===== src/rtl/ahb_arb_pkg.sv =====
// Shared types and index helpers for the AHB arbiter and the bus master mux.
package ahb_arb_pkg;

    localparam int MASTER_IDX_W = 4;

    typedef logic [MASTER_IDX_W-1:0] master_idx_t;

    // Grants are one-hot, so OR-ing the indices of the set bits yields the owner.
    function automatic master_idx_t onehot_to_idx(input logic [15:0] oh);
        master_idx_t idx;
        idx = '0;
        for (int i = 0; i < 16; i++) begin
            if (oh[i]) begin
                idx = idx | master_idx_t'(i);
            end
        end
        return idx;
    endfunction

    function automatic logic [15:0] idx_to_onehot(input master_idx_t idx);
        logic [15:0] oh;
        oh = '0;
        oh[idx] = 1'b1;
        return oh;
    endfunction

endpackage


===== src/rtl/ahb_arbiter_if.sv =====
// Arbitration handshake between the masters and the arbiter.
interface ahb_arbiter_if
    import ahb_arb_pkg::*;
#(
    parameter int NUM_MASTERS = 2
);
    logic [NUM_MASTERS-1:0] HBUSREQ;
    logic [NUM_MASTERS-1:0] HLOCK;
    logic                   HREADY;
    logic [NUM_MASTERS-1:0] HGRANT;
    master_idx_t            HMASTER;
    logic                   HMASTLOCK;

    // Requester side: drives requests and ready, observes the grant.
    modport master (
        output HBUSREQ, HLOCK, HREADY,
        input  HGRANT, HMASTER, HMASTLOCK
    );

    // Arbiter side.
    modport slave (
        input  HBUSREQ, HLOCK, HREADY,
        output HGRANT, HMASTER, HMASTLOCK
    );
endinterface


===== src/rtl/ahb_arbiter_rr_picker.sv =====
// Round-robin winner selection: first requester above the last owner, wrapping.
module rr_picker
    import ahb_arb_pkg::*;
#(
    parameter int NUM_MASTERS = 2
) (
    input  logic [NUM_MASTERS-1:0] req,
    input  master_idx_t            last,
    output logic [NUM_MASTERS-1:0] grant,
    output logic                   valid
);

    // Pass one scans above the last owner, pass two wraps to the bottom and
    // ends on the last owner itself, so it is picked only when alone.
    always_comb begin
        grant = '0;
        valid = 1'b0;
        for (int j = 0; j < NUM_MASTERS; j++) begin
            if (!valid && req[j] && (j > int'(last))) begin
                grant[j] = 1'b1;
                valid    = 1'b1;
            end
        end
        for (int j = 0; j < NUM_MASTERS; j++) begin
            if (!valid && req[j] && (j <= int'(last))) begin
                grant[j] = 1'b1;
                valid    = 1'b1;
            end
        end
    end

endmodule


===== src/rtl/ahb_arbiter.sv =====
// Round-robin AHB arbiter with locked transfers, bus parking and a hold limit.
module ahb_arbiter
    import ahb_arb_pkg::*;
#(
    parameter int NUM_MASTERS    = 2,
    parameter int DEFAULT_MASTER = 0,
    parameter int MAX_HOLD       = 16
) (
    input logic         HCLK,
    input logic         HRESET,
    ahb_arbiter_if.slave bus
);

    if (DEFAULT_MASTER >= NUM_MASTERS || NUM_MASTERS < 2 || NUM_MASTERS > 16
        || MAX_HOLD < 1 || MAX_HOLD > 255) begin : g_bad_param
        $error("ahb_arbiter: parameter out of range");
    end

    localparam master_idx_t DEFAULT_IDX = master_idx_t'(DEFAULT_MASTER);
    localparam logic [7:0]  HOLD_MAX    = 8'(MAX_HOLD);
    localparam logic [NUM_MASTERS-1:0] DEFAULT_OH =
        {{(NUM_MASTERS-1){1'b0}}, 1'b1} << DEFAULT_MASTER;

    logic [NUM_MASTERS-1:0] grant_q;
    logic [NUM_MASTERS-1:0] grant_nxt;
    logic [7:0]             hold_cnt;
    logic [7:0]             hold_nxt;
    master_idx_t            hmaster_q;
    logic                   hmastlock_q;

    logic [15:0]            grant_ext;
    master_idx_t            owner;
    logic                   owner_req;
    logic                   owner_lock;
    logic                   other_req;
    logic                   hold_full;
    logic                   arb_en;
    logic [NUM_MASTERS-1:0] pick_oh;
    logic                   pick_valid;

    assign grant_ext  = 16'(grant_q);
    assign owner      = onehot_to_idx(grant_ext);
    assign owner_req  = |(bus.HBUSREQ & grant_q);
    assign owner_lock = |(bus.HLOCK & grant_q);
    assign other_req  = |(bus.HBUSREQ & ~grant_q);
    assign hold_full  = (hold_cnt == HOLD_MAX);

    // A locked owner is never moved; otherwise move when the owner lets go
    // or has used up its tenure while someone else waits.
    assign arb_en = bus.HREADY && !owner_lock &&
                    (!owner_req || (hold_full && other_req));

    rr_picker #(.NUM_MASTERS(NUM_MASTERS)) u_picker (
        .req   (bus.HBUSREQ),
        .last  (owner),
        .grant (pick_oh),
        .valid (pick_valid)
    );

    // Next grant and tenure counter.
    always_comb begin
        grant_nxt = grant_q;
        hold_nxt  = hold_cnt;
        if (arb_en) begin
            grant_nxt = pick_valid ? pick_oh : DEFAULT_OH;
        end
        if (grant_nxt != grant_q) begin
            hold_nxt = '0;
        end else if (bus.HREADY && other_req && !owner_lock && !hold_full) begin
            hold_nxt = hold_cnt + 8'd1;
        end
    end

    // Grant, counter and address-phase ownership registers.
    always_ff @(posedge HCLK) begin
        if (HRESET) begin
            grant_q     <= DEFAULT_OH;
            hold_cnt    <= '0;
            hmaster_q   <= DEFAULT_IDX;
            hmastlock_q <= 1'b0;
        end else begin
            grant_q  <= grant_nxt;
            hold_cnt <= hold_nxt;
            if (bus.HREADY) begin
                hmaster_q   <= owner;
                hmastlock_q <= owner_lock && owner_req;
            end
        end
    end

    assign bus.HGRANT    = grant_q;
    assign bus.HMASTER   = hmaster_q;
    assign bus.HMASTLOCK = hmastlock_q;

endmodule


===== src/flat_wrapper.sv =====
// flat-port wrapper written by rule: the top's interface ports become plain ports
module ahb_arbiter_flat import ahb_arb_pkg::*;
#(
    parameter int NUM_MASTERS    = 2,
    parameter int DEFAULT_MASTER = 0,
    parameter int MAX_HOLD       = 16
)
  (HCLK, HRESET, bus_HBUSREQ, bus_HLOCK, bus_HREADY, bus_HGRANT, bus_HMASTER, bus_HMASTLOCK);
  ahb_arbiter_if #(.NUM_MASTERS(NUM_MASTERS)) bus_i ();
  input logic HCLK;
  input logic HRESET;
  input wire logic [$bits(bus_i.HBUSREQ)-1:0] bus_HBUSREQ;
  input wire logic [$bits(bus_i.HLOCK)-1:0] bus_HLOCK;
  input wire logic [$bits(bus_i.HREADY)-1:0] bus_HREADY;
  output wire logic [$bits(bus_i.HGRANT)-1:0] bus_HGRANT;
  output wire logic [$bits(bus_i.HMASTER)-1:0] bus_HMASTER;
  output wire logic [$bits(bus_i.HMASTLOCK)-1:0] bus_HMASTLOCK;
  assign bus_i.HBUSREQ = bus_HBUSREQ;
  assign bus_i.HLOCK = bus_HLOCK;
  assign bus_i.HREADY = bus_HREADY;
  assign bus_HGRANT = bus_i.HGRANT;
  assign bus_HMASTER = bus_i.HMASTER;
  assign bus_HMASTLOCK = bus_i.HMASTLOCK;
  ahb_arbiter #(.NUM_MASTERS(NUM_MASTERS), .DEFAULT_MASTER(DEFAULT_MASTER), .MAX_HOLD(MAX_HOLD)) u_core (.HCLK(HCLK), .HRESET(HRESET), .bus(bus_i));
endmodule

===== config.mk =====
export PLATFORM = sky130hd
export DESIGN_NAME = ahb_arbiter_flat
export DESIGN_NICKNAME = d
export VERILOG_FILES = /design/src/rtl/ahb_arb_pkg.sv /design/src/rtl/ahb_arbiter_if.sv /design/src/rtl/ahb_arbiter_rr_picker.sv /design/src/rtl/ahb_arbiter.sv /design/src/flat_wrapper.sv
export SDC_FILE = /design/constraint.sdc
export NUM_CORES = 1
export LEC_CHECK = 0
export ABC_CLOCK_PERIOD_IN_PS = 1900
export CORE_MARGIN = 5
export CORE_UTILIZATION = 45
export CTS_CLUSTER_SIZE = 40
export DETAILED_ROUTE_END_ITERATION = 16
export PLACE_DENSITY = 0.73
export SYNTH_ARGS = -nofsm -noshare
export SYNTH_HDL_FRONTEND = slang
export SYNTH_SLANG_ARGS = --single-unit

===== constraint.sdc =====
create_clock -name HCLK -period 1.9 [get_ports HCLK]
set_clock_uncertainty 0.05 [all_clocks]
set_input_delay 0.38 -clock HCLK [delete_from_list [all_inputs] [get_ports HCLK]]
set_output_delay 0.38 -clock HCLK [all_outputs]
set_load 0.1 [all_outputs]

======== Word level (Yosys, flattened, before mapping) ========
Index checks and enable logic that the tools add are counted.
word-level totals
  register bits after elaboration ......... 15
  input bits .............................. 7
  output and inout bits ................... 7
  logic and storage cells ................. 42
operators by class
  add/sub/neg operators ................... 1
  magnitude comparators ................... 2
  eq/ne operators ......................... 2
  mux-type cells .......................... 8
  bitwise gates (word level) .............. 4
  reduce and logical (&&, ||, !) cells .... 21
operators with widths
  operator             count
  $logic_and 1x1->1    11
  $add 8x1->8 const B  1
  $eq 8x5->1 const B   1
  $reduce_or 2->1      4
  $and 2x2->2          3
  $mux 1               6
  $logic_not 1->1      5
  $gt 1x4->1 const A   1
  $le 1x4->1 const A   1
  $mux 2               2
  $ne 2x2->1           1
  $not 2->2            1
  $logic_or 1x1->1     1

======== Longest topological paths before layout ========
  depth after elaboration ................. 15
  depth in mapped cells ................... 6
  depth with buffers taken out ............ 6

======== Cells and area by module ========
Synthesis repeated with hierarchy kept, for this count alone.
second synthesis, totals
  cell total of the unflattened synthesis .. 95
  area, all modules ....................... 787.0 µm²
by module, submodules not included
  module       times used  cells an instance  area each (µm²)  seq. area each (µm²)
  ahb_arbiter  1           90                 752.0            240.2
  rr_picker    1           5                  35.0             0.0

======== Worst setup path before layout ========
Ideal clock, no wire load.
  path kind ............................... register to register
  from .................................... register u_core.grant_q[1], in the netlist u_core.bus.HGRANT[1]
  to ...................................... register u_core.grant_q[0], in the netlist u_core.bus.HGRANT[0]
  library setup time ...................... 0.114 ns
  data arrival time ....................... 1.963 ns
  required time ........................... 1.736 ns
  slack ................................... -0.227 ns
  cell stages (with the launch flop) ...... 6
  path buffers ............................ 1
  period minus slack after synthesis ...... 2.127 ns
  path through ............................ dfxtp_1 > buf_6 > a22oi_4 > nand2_1 > or4_1 > a21o_1
on the way
  longest elaborated chain between the ends .. 13
  elaborated cells between the ends (all ways) .. 28
  those cells by class .................... order compare: 2; mux: 7; bitwise: 4; reduce/logical: 15
ends and longest elaborated chain
  item                            RTL line                     text
  start: declaration              ahb_arbiter.sv:24            logic [NUM_MASTERS-1:0] grant_q;
  start signal: assignment        ahb_arbiter.sv:82            grant_q <= grant_nxt;
  $mux 1                          ahb_arb_pkg.sv:13            if (oh[i]) begin
  $gt 1x4->1                      ahb_arbiter_rr_picker.sv:19  if (!valid && req[j] && (j > int'(last))) begin
  $logic_and 1x1->1               ahb_arbiter_rr_picker.sv:19
  $mux 1                          ahb_arbiter_rr_picker.sv:19
  $logic_not 1->1                 ahb_arbiter_rr_picker.sv:25  if (!valid && req[j] && (j <= int'(last))) begin
  $logic_and 1x1->1               ahb_arbiter_rr_picker.sv:25
  $mux 1                          ahb_arbiter_rr_picker.sv:25
  $logic_not 1->1                 ahb_arbiter_rr_picker.sv:25
  $logic_and 1x1->1 (2 in a row)  ahb_arbiter_rr_picker.sv:25
  $mux 1                          ahb_arbiter_rr_picker.sv:25
  $mux 2                          ahb_arbiter.sv:65            grant_nxt = pick_valid ? pick_oh : DEFAULT_OH;
  $mux 2 (*)                      ahb_arbiter.sv:64            if (arb_en) begin
Every way passes the cells marked *; elsewhere a longest branch is shown, timed or not.
A chain may end at the register's enable or synchronous reset.

======== Worst setup path in the final report ========
  from .................................... input port bus_HBUSREQ[1]
  to ...................................... register u_core.hold_cnt[0]
on the way
  longest elaborated chain between the ends .. 13
  elaborated cells between the ends (all ways) .. 26
  those cells by class .................... eq/ne: 1; mux: 7; bitwise: 2; reduce/logical: 16
ends and longest elaborated chain
  item                              RTL line                     text
  start: declaration                flat_wrapper.sv:12           input wire logic [$bits(bus_i.HBUSREQ)-1:0] bus_HBUSREQ;
  $logic_and 1x1->1                 ahb_arbiter_rr_picker.sv:19
  $mux 1                            ahb_arbiter_rr_picker.sv:19
  $logic_not 1->1                   ahb_arbiter_rr_picker.sv:25
  $logic_and 1x1->1                 ahb_arbiter_rr_picker.sv:25
  $mux 1                            ahb_arbiter_rr_picker.sv:25
  $logic_not 1->1                   ahb_arbiter_rr_picker.sv:25
  $logic_and 1x1->1 (2 in a row)    ahb_arbiter_rr_picker.sv:25
  $mux 1                            ahb_arbiter_rr_picker.sv:25
  $mux 2                            ahb_arbiter.sv:65
  $mux 2                            ahb_arbiter.sv:64
  $ne 2x2->1                        ahb_arbiter.sv:67            if (grant_nxt != grant_q) begin
  $reduce_or 2->1 (no source line)  -
  end signal: assignment            ahb_arbiter.sv:83            hold_cnt <= hold_nxt;
  end: declaration                  ahb_arbiter.sv:26            logic [7:0] hold_cnt;
Parallel ways exist; a longest one is shown, timed or not.

==> flow_summary.toml <==
[clocking]
h-tree-depth = 1
cts_buffers = 3
clock_latency_ps = 280
cts_tree = "built"
clkTransAtPathRegs_ps = 80
cts.sinks = 12
clock_path_buffers = 2
ctsRootBufferMaster = "clkbuf_4"

[drt]
wl_per_cell_um = 14.2
drcViolationCount = 0
drt_iter0_drc = 11
via_count = 752
ant_nets = 0
wl_mm = 1.79
viasPerCell = 5.97
dr.pass1.iters = 4

[sta]
fin_tns_setup_ps = 0
maxSlewViolCount = 0
finalSetupViolations = 0
whs_ps = 469
tightest_slew_ps = 807
rsz0062_at_grt = "yes"
post-route-min-period_ps = 1870
slew_headroom = 0.462
fin_ws_ps = 28.3
period_share = 0.985
fmax_ghz = 0.534
hold_viol = 0

[global_routing]
grtUsageTotal = 0.148
first_global_vias = 694
grt_pass1_wl_mm = 2.91
grt-ovfl-total = 0
antenna_found_initial = 0
grt_max_degree = 13

[layout]
final_common_cell = "buf_4"
register_area_um2 = 243
syn2layout_area_growth_pct = 37.7
final_cell_mix = "buf_4 (14), dfxtp_1 (10), nand2_1 (8), o21ai_0 (7), a221oi_1 (6)"
drive_above_1_share = 0.330
final_cell_count_no_fill = 126
fillCellCount = 143
diodes = 0
nets = 120
multiInputGateArea_um2 = 493

[synthesis]
async_flop_share = 0
syn_area_um2 = 773
ys.flop_type = "dfxtp_1"
synth_cell_types = 33
synth-seq-cells = 12
synth_edf_count = 0
synthCells = 86
ys_seq_area_frac = 0.311
yosys_warnings = 0
synth_area_per_cell_um2 = 8.99

[worst_setup_path]
worst-endpoint-required_ps = 1970
cp_max_fo = 8
reg2reg_depth = 6
arrival_ps = 1950
cp-end-kind = "register"
startpoint_type = "primary input"
critical_path_class = "primary input to register"

[die]
core_um2 = 1670
io-pin-count = 14
die_area_um2 = 2650
die_h_um = 51.5
rows = 15
start_util = 0.463
dieWidth_um = 51.5

[worst_hold_path]
hold_path.class = "register to register"
hold-path-cell-count = 2

[power]
fin_total_pwr_mw = 0.601
peakVddDrop_uv = 368
intPower_mw = 0.400
pwr-share-comb = 0.288
powerDensity_nw_per_um2 = 564
sw_frac_of_total = 0.335
p_leak_nw = 0.435
switchingPower_mw = 0.201
power_frac_seq = 0.440
clock_power_share = 0.272

[placement]
post-place-ws_ps = -352
dp.cells = 122
gp_congestion = 0.826
post-dp-hpwl_mm = 1.32
port_buffers = 10

[run_status]
run_status = "finished, final reports clean"

[run]
cap_viol_max_count = 0
## cell type report
cell class / instances / share of cell area
multi-input combinational: 65 / 0.463
timing repair buffer: 25 / 0.254
sequential: 12 / 0.228
clock buffer: 3 / 0.0212
tap: 17 / 0.0200
inverter: 4 / 0.0141
## per-stage QoR
| stage | utilization | area (um2) |
|---|---|---|
| after floorplan | - | 783 |
| after global placement | 0.604 | 1010 |
| after detailed placement | 0.604 | 1010 |
| after CTS | 0.624 | 1040 |
| after global routing | 0.637 | 1060 |
| final | 0.637 | 1060 |
## state kept, by name (all words and copies together) (netlist names)
register / count
u_core.bus.HGRANT: 2
u_core.bus.HMASTER: 1
u_core.bus.HMASTLOCK: 1
u_core.hold_cnt: 8
## worst paths after layout
kind | from | endpoint | slack, ps
worst max-delay path | bus_HBUSREQ[1] | u_core.hold_cnt[0]$_SDFFE_PP0P_ | 30
worst min-delay path | u_core.hold_cnt[5]$_SDFFE_PP0P_ | u_core.hold_cnt[5]$_SDFFE_PP0P_ | 470
worst max register to register | u_core.hold_cnt[0]$_SDFFE_PP0P_ | u_core.hold_cnt[2]$_SDFFE_PP0P_ | 60
worst min register to register | u_core.hold_cnt[5]$_SDFFE_PP0P_ | u_core.hold_cnt[5]$_SDFFE_PP0P_ | 470
## critical path, cell delays in order
cell and delay (ps):
clkdlybuf4s50_1 510, buf_4 140, nor2_1 40, a21oi_1 660, a221oi_1 210
## routing by layer
layer,GRT usage,routed length [um],up-vias
li1,-,-,370
met1,0.163,739,364
met2,0.258,969,16
met3,0.0437,73,2
met4,0.0655,12,0
met5,0,0,-
## logic make-up (layout without fill, tap and decap cells)
family	after synthesis	after routing	share of synthesized area
adders and majority gates	2	2	0.0324
other	1	3	0.00485
AOI/OAI and AO/OA	28	28	0.306
buffers and inverters	11	32	0.0890
DFF	12	12	0.311
muxes	1	1	0.0129
and+or+nand+nor	31	31	0.244
## power groups by stage
| stage | clock network, mW | logic, mW | registers [mW] |
|---|---|---|---|
| floorplan | 0 | 0.0831 | 0.291 |
| global placement | 0 | 0.164 | 0.270 |
| detailed placement | 0 | 0.167 | 0.270 |
| CTS | 0.170 | 0.171 | 0.265 |
| global route | 0.178 | 0.182 | 0.266 |
| finish | 0.163 | 0.173 | 0.265 |
## synthesized netlist by cell type, types with 2 or more instances
cell,count,area [um2]
or3_1,2,12.5
a21oi_1,3,15.0
nor3_2,2,20.0
or4_1,4,30.0
buf_6,2,22.5
buf_4,3,22.5
a221oi_1,7,61.3
o21ai_0,7,35.0
o31ai_1,4,30.0
ha_1,2,25.0
nor2_1,3,11.3
inv_1,4,15.0
nand2_1,8,30.0
dfxtp_1,12,240
nand3_1,5,25.0
## timing repair
action	CTS	global route
resized for setup	2	4
pin swaps	0	0
endpoints found under the setup margin	8	6
setup buffers	0	1
hold buffers	0	0
Note: power is estimated with default switching activity, not from simulation.
